`src/rtl/wfg_drive_pwm.sv`:
```
// -----------------------------------------------------------------------------
// wfg_drive_pwm
//
// AXI-stream sink that turns a stream of 18-bit signed samples into a PWM
// waveform, one sample per PWM period (1-bit DAC driver). The next sample is
// prefetched while the current period runs. A period that ends without a
// prefetched sample repeats the previous duty and raises an underrun pulse.
//
// Optional build macro:
//   WFG_DRIVE_PWM_DEADTIME_EN - adds complementary output pwm_n_o with a
//                               programmable dead time (deadtime_q_i).
//
// Parameters:
//   PERIOD_MIN         lower clamp for period_q_i (in clk cycles)
//
// Ports:
//   clk                clock
//   rst                asynchronous reset, active-high
//   ctrl_en_q_i        block enable; low returns to idle and drops buffered data
//   period_q_i         PWM period in clk cycles (sampled at period boundaries)
//   deadtime_q_i       dead time in clk cycles        (WFG_DRIVE_PWM_DEADTIME_EN)
//   pwm_n_o            complementary PWM output       (WFG_DRIVE_PWM_DEADTIME_EN)
//   wfg_axis_tready_o  AXI-stream ready
//   wfg_axis_tvalid_i  AXI-stream valid
//   wfg_axis_tdata_i   AXI-stream data, signed sample
//   pwm_o              PWM output
//   period_start_o     pulse in the first cycle of every running period
//   underrun_o         pulse in the last cycle of a period with no next sample
// -----------------------------------------------------------------------------
module wfg_drive_pwm #(
   parameter int unsigned PERIOD_MIN = 2
) (
   input  logic        clk,
   input  logic        rst,
   input  logic        ctrl_en_q_i,
   input  logic [15:0] period_q_i,
`ifdef WFG_DRIVE_PWM_DEADTIME_EN
   input  logic [7:0]  deadtime_q_i,
   output logic        pwm_n_o,
`endif
   output logic        wfg_axis_tready_o,
   input  logic        wfg_axis_tvalid_i,
   input  logic [17:0] wfg_axis_tdata_i,
   output logic        pwm_o,
   output logic        period_start_o,
   output logic        underrun_o
);

   typedef enum logic [1:0] {
      ST_IDLE,
      ST_FETCH,
      ST_LOAD,
      ST_RUN
   } state_t;

   localparam logic [15:0] P_MIN = 16'(PERIOD_MIN);

   state_t      state_q, state_d;
   logic [15:0] cnt_q, cnt_d;
   logic [15:0] period_l_q, period_l_d;
   logic [15:0] duty_l_q, duty_l_d;
   logic [17:0] sample_q, sample_d;
   logic        pending_q, pending_d;

   logic [15:0] p_eff;
   logic [17:0] duty_src;
   logic [15:0] duty_calc;
   logic        in_run;
   logic        boundary;
   logic        handshake;
   logic        raw_pwm;

   assign p_eff    = (period_q_i < P_MIN) ? P_MIN : period_q_i;
   assign in_run   = (state_q == ST_RUN);
   assign boundary = in_run && (cnt_q == period_l_q - 16'd1);

   // Enable gates ready combinationally so no beat is accepted in the cycle
   // the block is being shut down.
   assign wfg_axis_tready_o = ctrl_en_q_i &&
                              ((state_q == ST_FETCH) || (in_run && !pending_q));
   assign handshake = wfg_axis_tvalid_i && wfg_axis_tready_o;

   // A beat accepted in the boundary cycle itself feeds the next period
   // directly from the bus; otherwise the buffered sample is used.
   assign duty_src = (in_run && !pending_q) ? wfg_axis_tdata_i : sample_q;

   // Flipping the sign bit maps the signed sample onto offset binary, so the
   // most negative sample gives duty 0 and the most positive gives P-1.
   assign duty_calc = 16'((34'({~duty_src[17], duty_src[16:0]}) * 34'(p_eff)) >> 18);

   assign raw_pwm        = in_run && (cnt_q < duty_l_q);
   assign period_start_o = in_run && (cnt_q == 16'd0);
   assign underrun_o     = boundary && ctrl_en_q_i && !pending_q && !handshake;

   // NOTE: every state element is written with <= so all registers update
   // from the same pre-edge values, independent of statement order.
   always_ff @(posedge clk or posedge rst) begin
      if (rst) begin
         state_q    <= ST_IDLE;
         cnt_q      <= '0;
         period_l_q <= '0;
         duty_l_q   <= '0;
         sample_q   <= '0;
         pending_q  <= 1'b0;
      end else begin
         state_q    <= state_d;
         cnt_q      <= cnt_d;
         period_l_q <= period_l_d;
         duty_l_q   <= duty_l_d;
         sample_q   <= sample_d;
         pending_q  <= pending_d;
      end
   end

   always_comb begin
      // NOTE: every signal gets a hold-value default first, so no path through
      // the case statement can leave one unassigned and infer a latch.
      state_d    = state_q;
      cnt_d      = cnt_q;
      period_l_d = period_l_q;
      duty_l_d   = duty_l_q;
      sample_d   = sample_q;
      pending_d  = pending_q;

      if (!ctrl_en_q_i) begin
         state_d   = ST_IDLE;
         pending_d = 1'b0;
      end else begin
         case (state_q)
            ST_IDLE: state_d = ST_FETCH;

            ST_FETCH: begin
               if (handshake) begin
                  sample_d = wfg_axis_tdata_i;
                  state_d  = ST_LOAD;
               end
            end

            ST_LOAD: begin
               period_l_d = p_eff;
               duty_l_d   = duty_calc;
               cnt_d      = '0;
               state_d    = ST_RUN;
            end

            ST_RUN: begin
               if (boundary) begin
                  cnt_d      = '0;
                  period_l_d = p_eff;
                  // Without a new sample the previous duty is repeated as is.
                  if (pending_q || handshake) begin
                     duty_l_d  = duty_calc;
                     pending_d = 1'b0;
                  end
               end else begin
                  cnt_d = cnt_q + 16'd1;
                  if (handshake) begin
                     sample_d  = wfg_axis_tdata_i;
                     pending_d = 1'b1;
                  end
               end
            end

            default: state_d = ST_IDLE;
         endcase
      end
   end

`ifdef WFG_DRIVE_PWM_DEADTIME_EN
   // hi_len_q / lo_len_q count how many cycles the raw high / low phase has
   // already lasted (saturating). An output turns on only once its phase is
   // at least deadtime_q_i cycles old, so both edges leading into an output
   // are delayed while trailing edges stay immediate. The two outputs can
   // therefore never overlap.
   logic [7:0] hi_len_q;
   logic [7:0] lo_len_q;
   logic       raw_pwm_n;

   assign raw_pwm_n = in_run && !raw_pwm;

   always_ff @(posedge clk or posedge rst) begin
      if (rst) begin
         hi_len_q <= '0;
         lo_len_q <= '0;
      end else begin
         hi_len_q <= !raw_pwm          ? 8'd0 :
                     (hi_len_q == 8'hFF) ? hi_len_q : hi_len_q + 8'd1;
         lo_len_q <= !raw_pwm_n        ? 8'd0 :
                     (lo_len_q == 8'hFF) ? lo_len_q : lo_len_q + 8'd1;
      end
   end

   assign pwm_o   = raw_pwm   && (hi_len_q >= deadtime_q_i);
   assign pwm_n_o = raw_pwm_n && (lo_len_q >= deadtime_q_i);
`else
   assign pwm_o = raw_pwm;
`endif

endmodule
```
`config.mk`:
```
export PLATFORM = sky130hd
export DESIGN_NAME = wfg_drive_pwm
export DESIGN_NICKNAME = d
export VERILOG_FILES = /design/src/rtl/wfg_drive_pwm.sv
export SDC_FILE = /design/constraint.sdc
export NUM_CORES = 1
export LEC_CHECK = 0
export BUFFER_PORTS_ARGS = -buffer_cell sky130_fd_sc_hd__buf_4
export CAP_MARGIN = 30
export CELL_PAD_IN_SITES_DETAIL_PLACEMENT = 0
export CELL_PAD_IN_SITES_GLOBAL_PLACEMENT = 1
export CORE_AREA = 8 8 171 173
export CTS_CLUSTER_DIAMETER = 120
export CTS_CLUSTER_SIZE = 16
export DETAILED_ROUTE_END_ITERATION = 12
export DIE_AREA = 0 0 179 181
export MAX_ROUTING_LAYER = met4
export PLACE_DENSITY_LB_ADDON = 0.1
export SYNTH_ARGS = -nofsm -noshare
export SYNTH_HDL_FRONTEND = slang
export SYNTH_SLANG_ARGS = --single-unit
```
`constraint.sdc`:
```
create_clock -name clk -period 10.1 [get_ports clk]
set_clock_uncertainty 0.1 [all_clocks]
set_input_delay 2.02 -clock clk [delete_from_list [all_inputs] [get_ports clk]]
set_output_delay 2.02 -clock clk [all_outputs]
set_load 0.01 [all_outputs]
```
==> results of run 1 <==
metrics by stage:
stage	cell area, µm²	utilization	hold WS (ns)
floorplan	13260	-	0.3674
global placement	13770	0.5195	0.3856
detailed placement	13780	0.5201	0.3917
CTS	14110	0.5326	0.4048
global route	14140	0.5337	0.4169
finish	14140	0.5337	0.4014
state kept, by name (all words and copies together), names as in the netlist:
| signal | count |
|---|---|
| cnt_q | 16 |
| pending_q | 1 |
| sample_q | 18 |
| duty_l_q | 16 |
| period_l_q | 16 |
| state_q | 2 |
cells in the final DEF, fill, tap and decap left out, types with 9 or more instances in the layout:
cell and instances:
nand3_1 15, dfrtp_1 69, o21ai_0 30, mux2_2 28, a21o_1 18, clkbuf_16 9, xnor2_1 30, nand2_1 236
nor2_1 40, nand4_1 12, and3_1 11, xor2_1 14, fa_1 221, a21oi_1 31, buf_4 48, inv_1 269
ha_1 125, mux2i_1 14, mux2_4 10, and2_1 126
cells in the mapped netlist (all sizes together) (3+ instances only):
cell type and instances:
mux2i 14, a21boi 4, a31o 3, fa 221, a21o 18, clkbuf 58
nor4b 3, nand2 236, a31oi 5, a21oi 32, and2 127, nand4 12
buf 8, and4 3, nand3 15, nor3 6, inv 270, nor2 40
nor4 8, nand2b 4, nor2b 8, and3 11, o21bai 5, xnor2 30
o21ai 30, ha 125, dfrtp 69, xor2 14, o31ai 3, a2111oi 3
mux2 38, a211oi 4, o21a 7
worst max-delay path: stages:
cell and delay (ns):
buf_4 0.19, nor4_1 0.40, nand4_1 0.27, nand2b_1 0.48
nand2_1 0.15, fa_1 0.53, fa_1 0.51, fa_1 0.52
inv_1 0.06, fa_1 0.50, fa_1 0.50, inv_1 0.05
fa_1 0.47, inv_1 0.04, ha_1 0.30, a21oi_1 0.17
o21ai_0 0.12, a311oi_1 0.44, nor2_1 0.13, a2111o_1 0.45
a31oi_1 0.37, o21ai_0 0.18, xnor2_1 0.17, mux2i_1 0.09
routing by layer:
metal | share of wire | wire length, µm | up-vias | track usage
met5 | 0 | 0 | - | -
met4 | 0.021 | 707 | 0 | 0.04896
met3 | 0.032 | 1077 | 40 | 0.02127
met2 | 0.50 | 16980 | 183 | 0.3751
met1 | 0.45 | 15180 | 4955 | 0.2972
li1 | - | - | 4525 | -
cells by family (layout without fill, tap and decap cells):
kind of cell / after synthesis / in the layout / share of synthesized area
mux: 52 / 52 / 0.04567
simple gates: 486 / 486 / 0.1807
compound gates: 130 / 130 / 0.06417
flops: 69 / 69 / 0.1302
buf+inv: 336 / 336 / 0.09852
xor+xnor: 44 / 44 / 0.02906
fa+ha+maj: 346 / 346 / 0.4516
final cells by class:
class,count,area share
clock buffer,10,0.01690
clock inverter,6,0.006635
timing repair buffer,50,0.02849
tap,341,0.03017
multi-input combinational,1058,0.7241
inverter,270,0.07166
sequential,69,0.1221
worst max-delay path by stage:
stage / slack [ns] / cells after the start / from / to
finish: 1.08 / 24 / period_q_i[12] / duty_l_q[10]
global route: 0.75 / 24 / period_q_i[12] / duty_l_q[10]
CTS: 1.12 / 24 / period_q_i[12] / duty_l_q[10]
detailed placement: 0.79 / 24 / period_q_i[12] / duty_l_q[10]
global placement: 0.87 / 24 / period_q_i[12] / duty_l_q[10]
floorplan: 1.83 / 24 / period_q_i[3] / duty_l_q[8]
==> impl_metrics.tcl, run 1 <==
set metrics [dict create \
    worstHoldPathCells 2 \
    grt.overflow.total 0 \
    hold_class "register to register" \
    synth_nets 1847 \
    cts_resized 0 \
    fp.coreArea_um2 26500 \
    clock_latency_ns 0.34 \
    die-area_um2 32400 \
    worst_slew_pin_slew_ns 0.9044 \
    die_x_um 179 \
    synth_cells 1463 \
    synth_edf_count 0 \
    setup_ws_ns 1.077 \
    rsz0062_at_grt "no" \
    instances_no_fill 1804 \
    rr_worst_depth 26 \
    drc 0 \
    cp_max_fo 20 \
    fillCellCount 2510 \
    required_ns 10.21 \
    slew-limit-headroom 0.3957 \
    fmax_mhz 110.8 \
    ios 42 \
    syn2layout_area_growth_pct 6.662 \
    multiInputGateArea_um2 10240 \
    htree_levels 3 \
    gp_congestion 0.8635 \
    start_util 0.5003 \
    grt_pass1_wl_um 56030 \
    maxCapViolCount 0 \
    ys_seq_area_frac 0.1302 \
    cts_num_sinks 69 \
    grtUsageTotal 0.2264 \
    grt_start_max_net_pins 70 \
    cts_tree "done" \
    path_clk_slew_ns 0.06 \
    synth_cell_types 64 \
    clockBufferDepth 2 \
    r2r-end "duty_l_q[10]" \
    wl_per_cell_um 18.82 \
    netlist_area_um2 13260 \
    maxSlewViolCount 0 \
    drive_gt1_frac 0.08066 \
    period_needed_ns 9.023 \
    drtAntennaViolNets 0 \
    yosysTopAreaCell "fa_1" \
    dpl.hpwl_um 26130 \
    crit_arrival_ns 9.14 \
    grt_pass1_vias 10410 \
    hold_path_end "period_l_q[15]" \
    ys_seq_elements 69 \
    antenna_found_initial 0 \
    dieHeight_um 181 \
    cts_buffers 9 \
    post_cts_buffers 0 \
    hold_viol 0 \
    regArea_um2 1727 \
    status "complete, no violations" \
    routed_wl_um 33950 \
    finalSetupViolCount 0 \
    critical_path_class "input pin to register" \
    synth_area_leaders "fa_1 33%, dfrtp_1 13%, ha_1 12%" \
    cp-start-kind "input pin" \
    port_buffers 41 \
    avgSynthCellArea_um2 9.063 \
    ys_warn_count 0 \
    vias 9703 \
    nets 1842 \
    rrSetupSlack_ns 1.85 \
    dpl.cell_count 1787 \
    postSynth.asyncResetShare 1.000 \
    dr.pass1.iters 5 \
    root_buffer "clkbuf_16" \
    fin_crit_sh 0.8934 \
    holdBufCountCts 0 \
    rows 60 \
    drtIter0Drc 514 \
    place_ws_ns 0.7859 \
    rr_startpoint "state_q[0]" \
    end_kind "register" \
    setup_tns_ns 0 \
    synth_top_area_frac 0.3337 \
    vias_per_cell 5.379 \
    min_from "period_l_q[15]" \
    synth_flop_cell "dfrtp_1" \
    antenna_cells 0 \
]
Power of run 1 is not shown: default switching activity piles up to over one toggle a cycle in this logic, so the estimate is an artifact.
==> run 2: changes to the inputs <==
==> config.mk (replaced) <==
export PLATFORM = sky130hd
export DESIGN_NAME = wfg_drive_pwm
export DESIGN_NICKNAME = d
export VERILOG_FILES = /design/src/rtl/wfg_drive_pwm.sv
export SDC_FILE = /design/constraint.sdc
export NUM_CORES = 1
export LEC_CHECK = 0
export CAP_MARGIN = 30
export CORE_AREA = 8 8 165 167
export CTS_CLUSTER_DIAMETER = 120
export CTS_CLUSTER_SIZE = 16
export DETAILED_ROUTE_END_ITERATION = 12
export DIE_AREA = 0 0 173 175
export DONT_BUFFER_PORTS = 1
export MAX_ROUTING_LAYER = met4
export PLACE_DENSITY = 0.69
export SYNTH_ARGS = -nofsm -noshare
export SYNTH_HDL_FRONTEND = slang
export SYNTH_SLANG_ARGS = --single-unit
==> run 2 against run 1 <==
  * Utilization is 2.2 points higher
  * Wire length is 6.3% lower
  * Final area is 3.0% lower
  * Sequential share of layout area is 0.38 points higher
  * Flip-flop and latch count stayed put
  * Count of clock-buffer cells in the layout is 1 lower
  * Final cell count is 3.0% lower
  * Via count is 1.6% lower
  * Setup slack better by 0.27 ns
  * First-iteration DRC count is 21% higher
  * Largest cell class unchanged
==> impl_metrics.tcl, run 2 (synthesized netlist as in run 1, its figures left out) <==
set metrics [dict create \
    status "complete, no violations" \
    hold_class "register to register" \
    die_x_um 173 \
    dr.pass1.iters 5 \
    fp.coreArea_um2 24670 \
    finalSetupViolCount 0 \
    port_buffers 0 \
    setup_tns_ns 0 \
    fmax_mhz 114.2 \
    fillCellCount 2229 \
    crit_arrival_ns 8.87 \
    holdBufCountCts 0 \
    placed_area_um2 13440 \
    dieHeight_um 175 \
    cts_tree "done" \
    start_util 0.5374 \
    antenna_found_initial 0 \
    instances_no_fill 1749 \
    rr_worst_depth 26 \
    gp_congestion 0.8941 \
    hold_path_end "sample_q[16]" \
    cts_resized 0 \
    critical_path_class "input pin to register" \
    grtUsageTotal 0.2286 \
    dpl.cell_count 1733 \
    rrSetupSlack_ns 1.45 \
    regArea_um2 1727 \
    layout_commonest_cell "inv_1" \
    hold_viol 0 \
    largest_register_ffs 18 \
    ios 42 \
    stdcell_area_um2 13710 \
    top_register "sample_q" \
    worstHoldPathCells 1 \
    wl_per_cell_um 18.19 \
    drtIter0Drc 621 \
    routed_wl_um 31820 \
    nets 1798 \
    grt_pass1_vias 10260 \
    root_buffer "clkbuf_16" \
    maxSlewViolCount 0 \
    final_cell_mix "269 x inv_1, 236 x nand2_1, 221 x fa_1" \
    rr_startpoint "state_q[0]" \
    period_needed_ns 8.754 \
    grt.overflow.total 0 \
    maxCapViolCount 0 \
    drc 0 \
    cp-start-kind "input pin" \
    grt_pass1_wl_um 54190 \
    grt_start_max_net_pins 70 \
    slew-limit-headroom 0.4021 \
    min_from "sample_q[16]" \
    htree_levels 3 \
    drive_gt1_frac 0.05215 \
    r2r-end "duty_l_q[8]" \
    whs_ns 0.4046 \
    multiInputGateArea_um2 10240 \
    post_cts_buffers 0 \
    clockBufferDepth 2 \
    die-area_um2 30280 \
    worst_slew_pin_slew_ns 0.8968 \
    fin_crit_sh 0.8667 \
    cp_max_fo 20 \
    vias 9550 \
    drtAntennaViolNets 0 \
    cts_buffers 9 \
    syn2layout_area_growth_pct 3.426 \
    end_kind "register" \
    clock_latency_ns 0.34 \
    vias_per_cell 5.460 \
    dpl.hpwl_um 25400 \
    cts_num_sinks 69 \
    antenna_cells 0 \
    rows 58 \
    required_ns 10.22 \
    rsz0062_at_grt "no" \
    path_clk_slew_ns 0.06 \
]
run 2: how the worst max path moves through the flow:
stage,start,endpoint,slack (ns),depth (start not counted)
final,period_q_i[12],duty_l_q[8],1.35,24
after CTS,period_q_i[12],duty_l_q[8],1.36,24
after floorplan,period_q_i[3],duty_l_q[8],1.83,24
after detailed placement,period_q_i[12],duty_l_q[8],1.03,24
after global placement,period_q_i[12],duty_l_q[8],1.08,24
after global routing,period_q_i[12],duty_l_q[15],0.94,24
run 2: final cells by class:
cell class | instances | share of cell area
Multi-Input combinational cell | 1058 | 0.7467
Sequential cell | 69 | 0.1259
Inverter | 270 | 0.07390
Tap cell | 330 | 0.03011
Clock buffer | 9 | 0.01642
Clock inverter | 7 | 0.003650
Timing Repair Buffer | 6 | 0.003285
run 2: critical path, cell delays in order:
cell      delay (ns)
nor4_1          0.28
nand4_1         0.20
nand2b_1        0.52
nand2_1         0.17
fa_1            0.54
fa_1            0.52
fa_1            0.51
inv_1           0.05
fa_1            0.50
fa_1            0.49
inv_1           0.05
fa_1            0.47
inv_1           0.04
ha_1            0.30
a21oi_1         0.15
o21ai_0         0.13
a311oi_1        0.37
nor2_1          0.12
a311oi_1        0.36
buf_4           0.22
o31a_1          0.30
o21bai_1        0.11
xor2_1          0.15
mux2_2          0.27
run 2: stage by stage:
| step | utilization | worst slack, ns |
|---|---|---|
| floorplan | - | 1.834 |
| global placement | 0.5446 | 1.080 |
| detailed placement | 0.5446 | 1.030 |
| CTS | 0.5558 | 1.355 |
| global route | 0.5558 | 0.9359 |
| finish | 0.5558 | 1.346 |
run 2: metal layers:
metal  up-vias  track usage  wire length [µm]
met4         0      0.08013              1194
met2       248       0.3656             15050
met1      4809       0.2913             13670
li1       4433            -                 -
met5         -            -                 0
met3        60      0.03864              1905
Power of run 2 is left out for the same reason.
==> run 3: changes to the inputs <==
--- a/config.mk
+++ b/config.mk
@@ -5,15 +5,15 @@
 export SDC_FILE = /design/constraint.sdc
 export NUM_CORES = 1
 export LEC_CHECK = 0
+export BUFFER_PORTS_ARGS = -buffer_cell sky130_fd_sc_hd__buf_4
 export CAP_MARGIN = 30
 export CORE_AREA = 8 8 165 167
 export CTS_CLUSTER_DIAMETER = 120
 export CTS_CLUSTER_SIZE = 16
 export DETAILED_ROUTE_END_ITERATION = 12
 export DIE_AREA = 0 0 173 175
-export DONT_BUFFER_PORTS = 1
 export MAX_ROUTING_LAYER = met4
-export PLACE_DENSITY = 0.69
+export PLACE_DENSITY = 0.71
 export SYNTH_ARGS = -nofsm -noshare
 export SYNTH_HDL_FRONTEND = slang
 export SYNTH_SLANG_ARGS = --single-unit
==> run 3 against run 2 <==
  * Critical endpoint is now duty_l_q[12]
  * Via count grew 4.2%
  * Final area grew 2.9%
  * Highest routed layer unchanged
  * Non-clock buffer count up 42
==> impl_metrics.tcl, run 3 (synthesized netlist as in run 1, its figures left out) <==
set metrics [dict create \
    status "complete, no violations" \
    maxCapViolCount 0 \
    fin_crit_sh 0.9152 \
    gp_congestion 0.8784 \
    die_x_um 173 \
    final_cell_mix "269 x inv_1, 236 x nand2_1, 221 x fa_1" \
    grt_pass1_vias 10580 \
    syn2layout_area_growth_pct 6.379 \
    crit_arrival_ns 9.35 \
    drtAntennaViolNets 0 \
    grt.overflow.total 0 \
    cts_num_sinks 69 \
    layout_commonest_cell "inv_1" \
    min_from "period_l_q[15]" \
    wl_per_cell_um 18.59 \
    hold_viol 0 \
    slowest_delay_ns 0.65 \
    port_buffers 41 \
    top_register "sample_q" \
    path_clk_slew_ns 0.06 \
    critical_path_class "input pin to register" \
    vias_per_cell 5.552 \
    cp_max_fo 20 \
    drtIter0Drc 804 \
    dr.pass1.iters 5 \
    dpl.hpwl_um 24860 \
    maxSlewViolCount 0 \
    fmax_mhz 108.2 \
    die-area_um2 30280 \
    cts_tree "done" \
    end_kind "register" \
    cpMostUsedCell "fa_1" \
    fp.coreArea_um2 24670 \
    finalSetupViolCount 0 \
    clock_latency_ns 0.34 \
    htree_levels 3 \
    setup_tns_ns 0 \
    clockBufferDepth 2 \
    grt_pass1_wl_um 55210 \
    critical_path.cell_chain "buf_4 > nor4_1 > nand4_1 > nand2b_1 > nand2_1 > fa_1 > fa_1 > inv_1 > fa_1 > fa_1 > fa_1 > inv_1 > fa_1 > inv_1 > ha_1 > and3_1 > a311oi_1 > nor2_1 > a2111o_1 > a31oi_1 > o21ai_0 > xnor2_1 > mux2i_1" \
    slowest_stage "nand2b_1" \
    cts_buffers 9 \
    placed_area_um2 13750 \
    drive_gt1_frac 0.07940 \
    hold_class "register to register" \
    root_buffer "clkbuf_16" \
    grt_start_max_net_pins 70 \
    ios 42 \
    period_needed_ns 9.243 \
    vias 9950 \
    rr_startpoint "state_q[0]" \
    cts_resized 0 \
    rsz0062_at_grt "no" \
    startpoint "period_q_i[12]" \
    grtUsageTotal 0.2330 \
    fillCellCount 2208 \
    whs_ns 0.3975 \
    cp-start-kind "input pin" \
    rows 58 \
    routed_wl_um 33320 \
    stdcell_area_um2 14100 \
    nets 1840 \
    post_cts_buffers 0 \
    post-route-util 0.5717 \
    largest_register_ffs 18 \
    start_util 0.5374 \
    drc 0 \
    worst_slew_pin_slew_ns 0.8885 \
    dieHeight_um 175 \
    slew-limit-headroom 0.4077 \
    required_ns 10.21 \
    antenna_found_initial 0 \
    holdBufCountCts 0 \
]
## run 3: cell count changes in the layout (fill, tap and decap cells not counted), sizes merged
cell / change
clkinvlp: -1
buf: +42
inv: -1
clkinv: -2
clkbuf: +1
diode: +1
bufinv: +3
## run 3: area by class of cell
cell class                 count  area [µm²]  share of cell area
antenna                        1       2.502           0.0001774
timing repair buffer          48       367.9             0.02608
inverter                     270        1013             0.07185
tap                          330       412.9             0.02927
sequential                    69        1727              0.1224
clock inverter                 6       110.1            0.007806
clock buffer                  10       239.0             0.01694
multi-input combinational   1058       10230              0.7254
## run 3: final timing paths
kind	end	slack, ns	cells past startpoint
setup / recovery	duty_l_q[12]	0.86	23
hold / removal	period_l_q[15]	0.40	2
setup reg to reg	duty_l_q[12]	1.65	23
hold reg to reg	period_l_q[15]	0.40	2
max in group asynchronous	duty_l_q[6]	7.46	3
min in group asynchronous	sample_q[3]	1.86	3
## run 3: per-stage QoR
step | instances | setup slack [ns]
after detailed placement | 1775 | 0.7055
after global placement | 1774 | 0.8279
after global routing | 1791 | 0.5225
after floorplan | 1463 | 1.834
after CTS | 1791 | 1.018
final | 1792 | 0.8568
## run 3: per-layer routing
metal  track usage  routed length, µm  vias to the layer above
met2        0.3847              16280                      295
met1        0.3009              14310                     5083
met3       0.03367               2028                       53
met4       0.05498                694                        0
li1              -                  -                     4519
met5             -                  0                        -
## run 3: worst max-delay path, delay by kind of cell
kind	cells	cell delay, ns
muxes	1	0.09
and+or+nand+nor	6	1.89
AOI/OAI and AO/OA	4	1.41
xor gates and xnor gates	1	0.16
buffers and inverters	4	0.36
adders and majority gates	7	3.40
Power of run 3 is left out for the same reason.
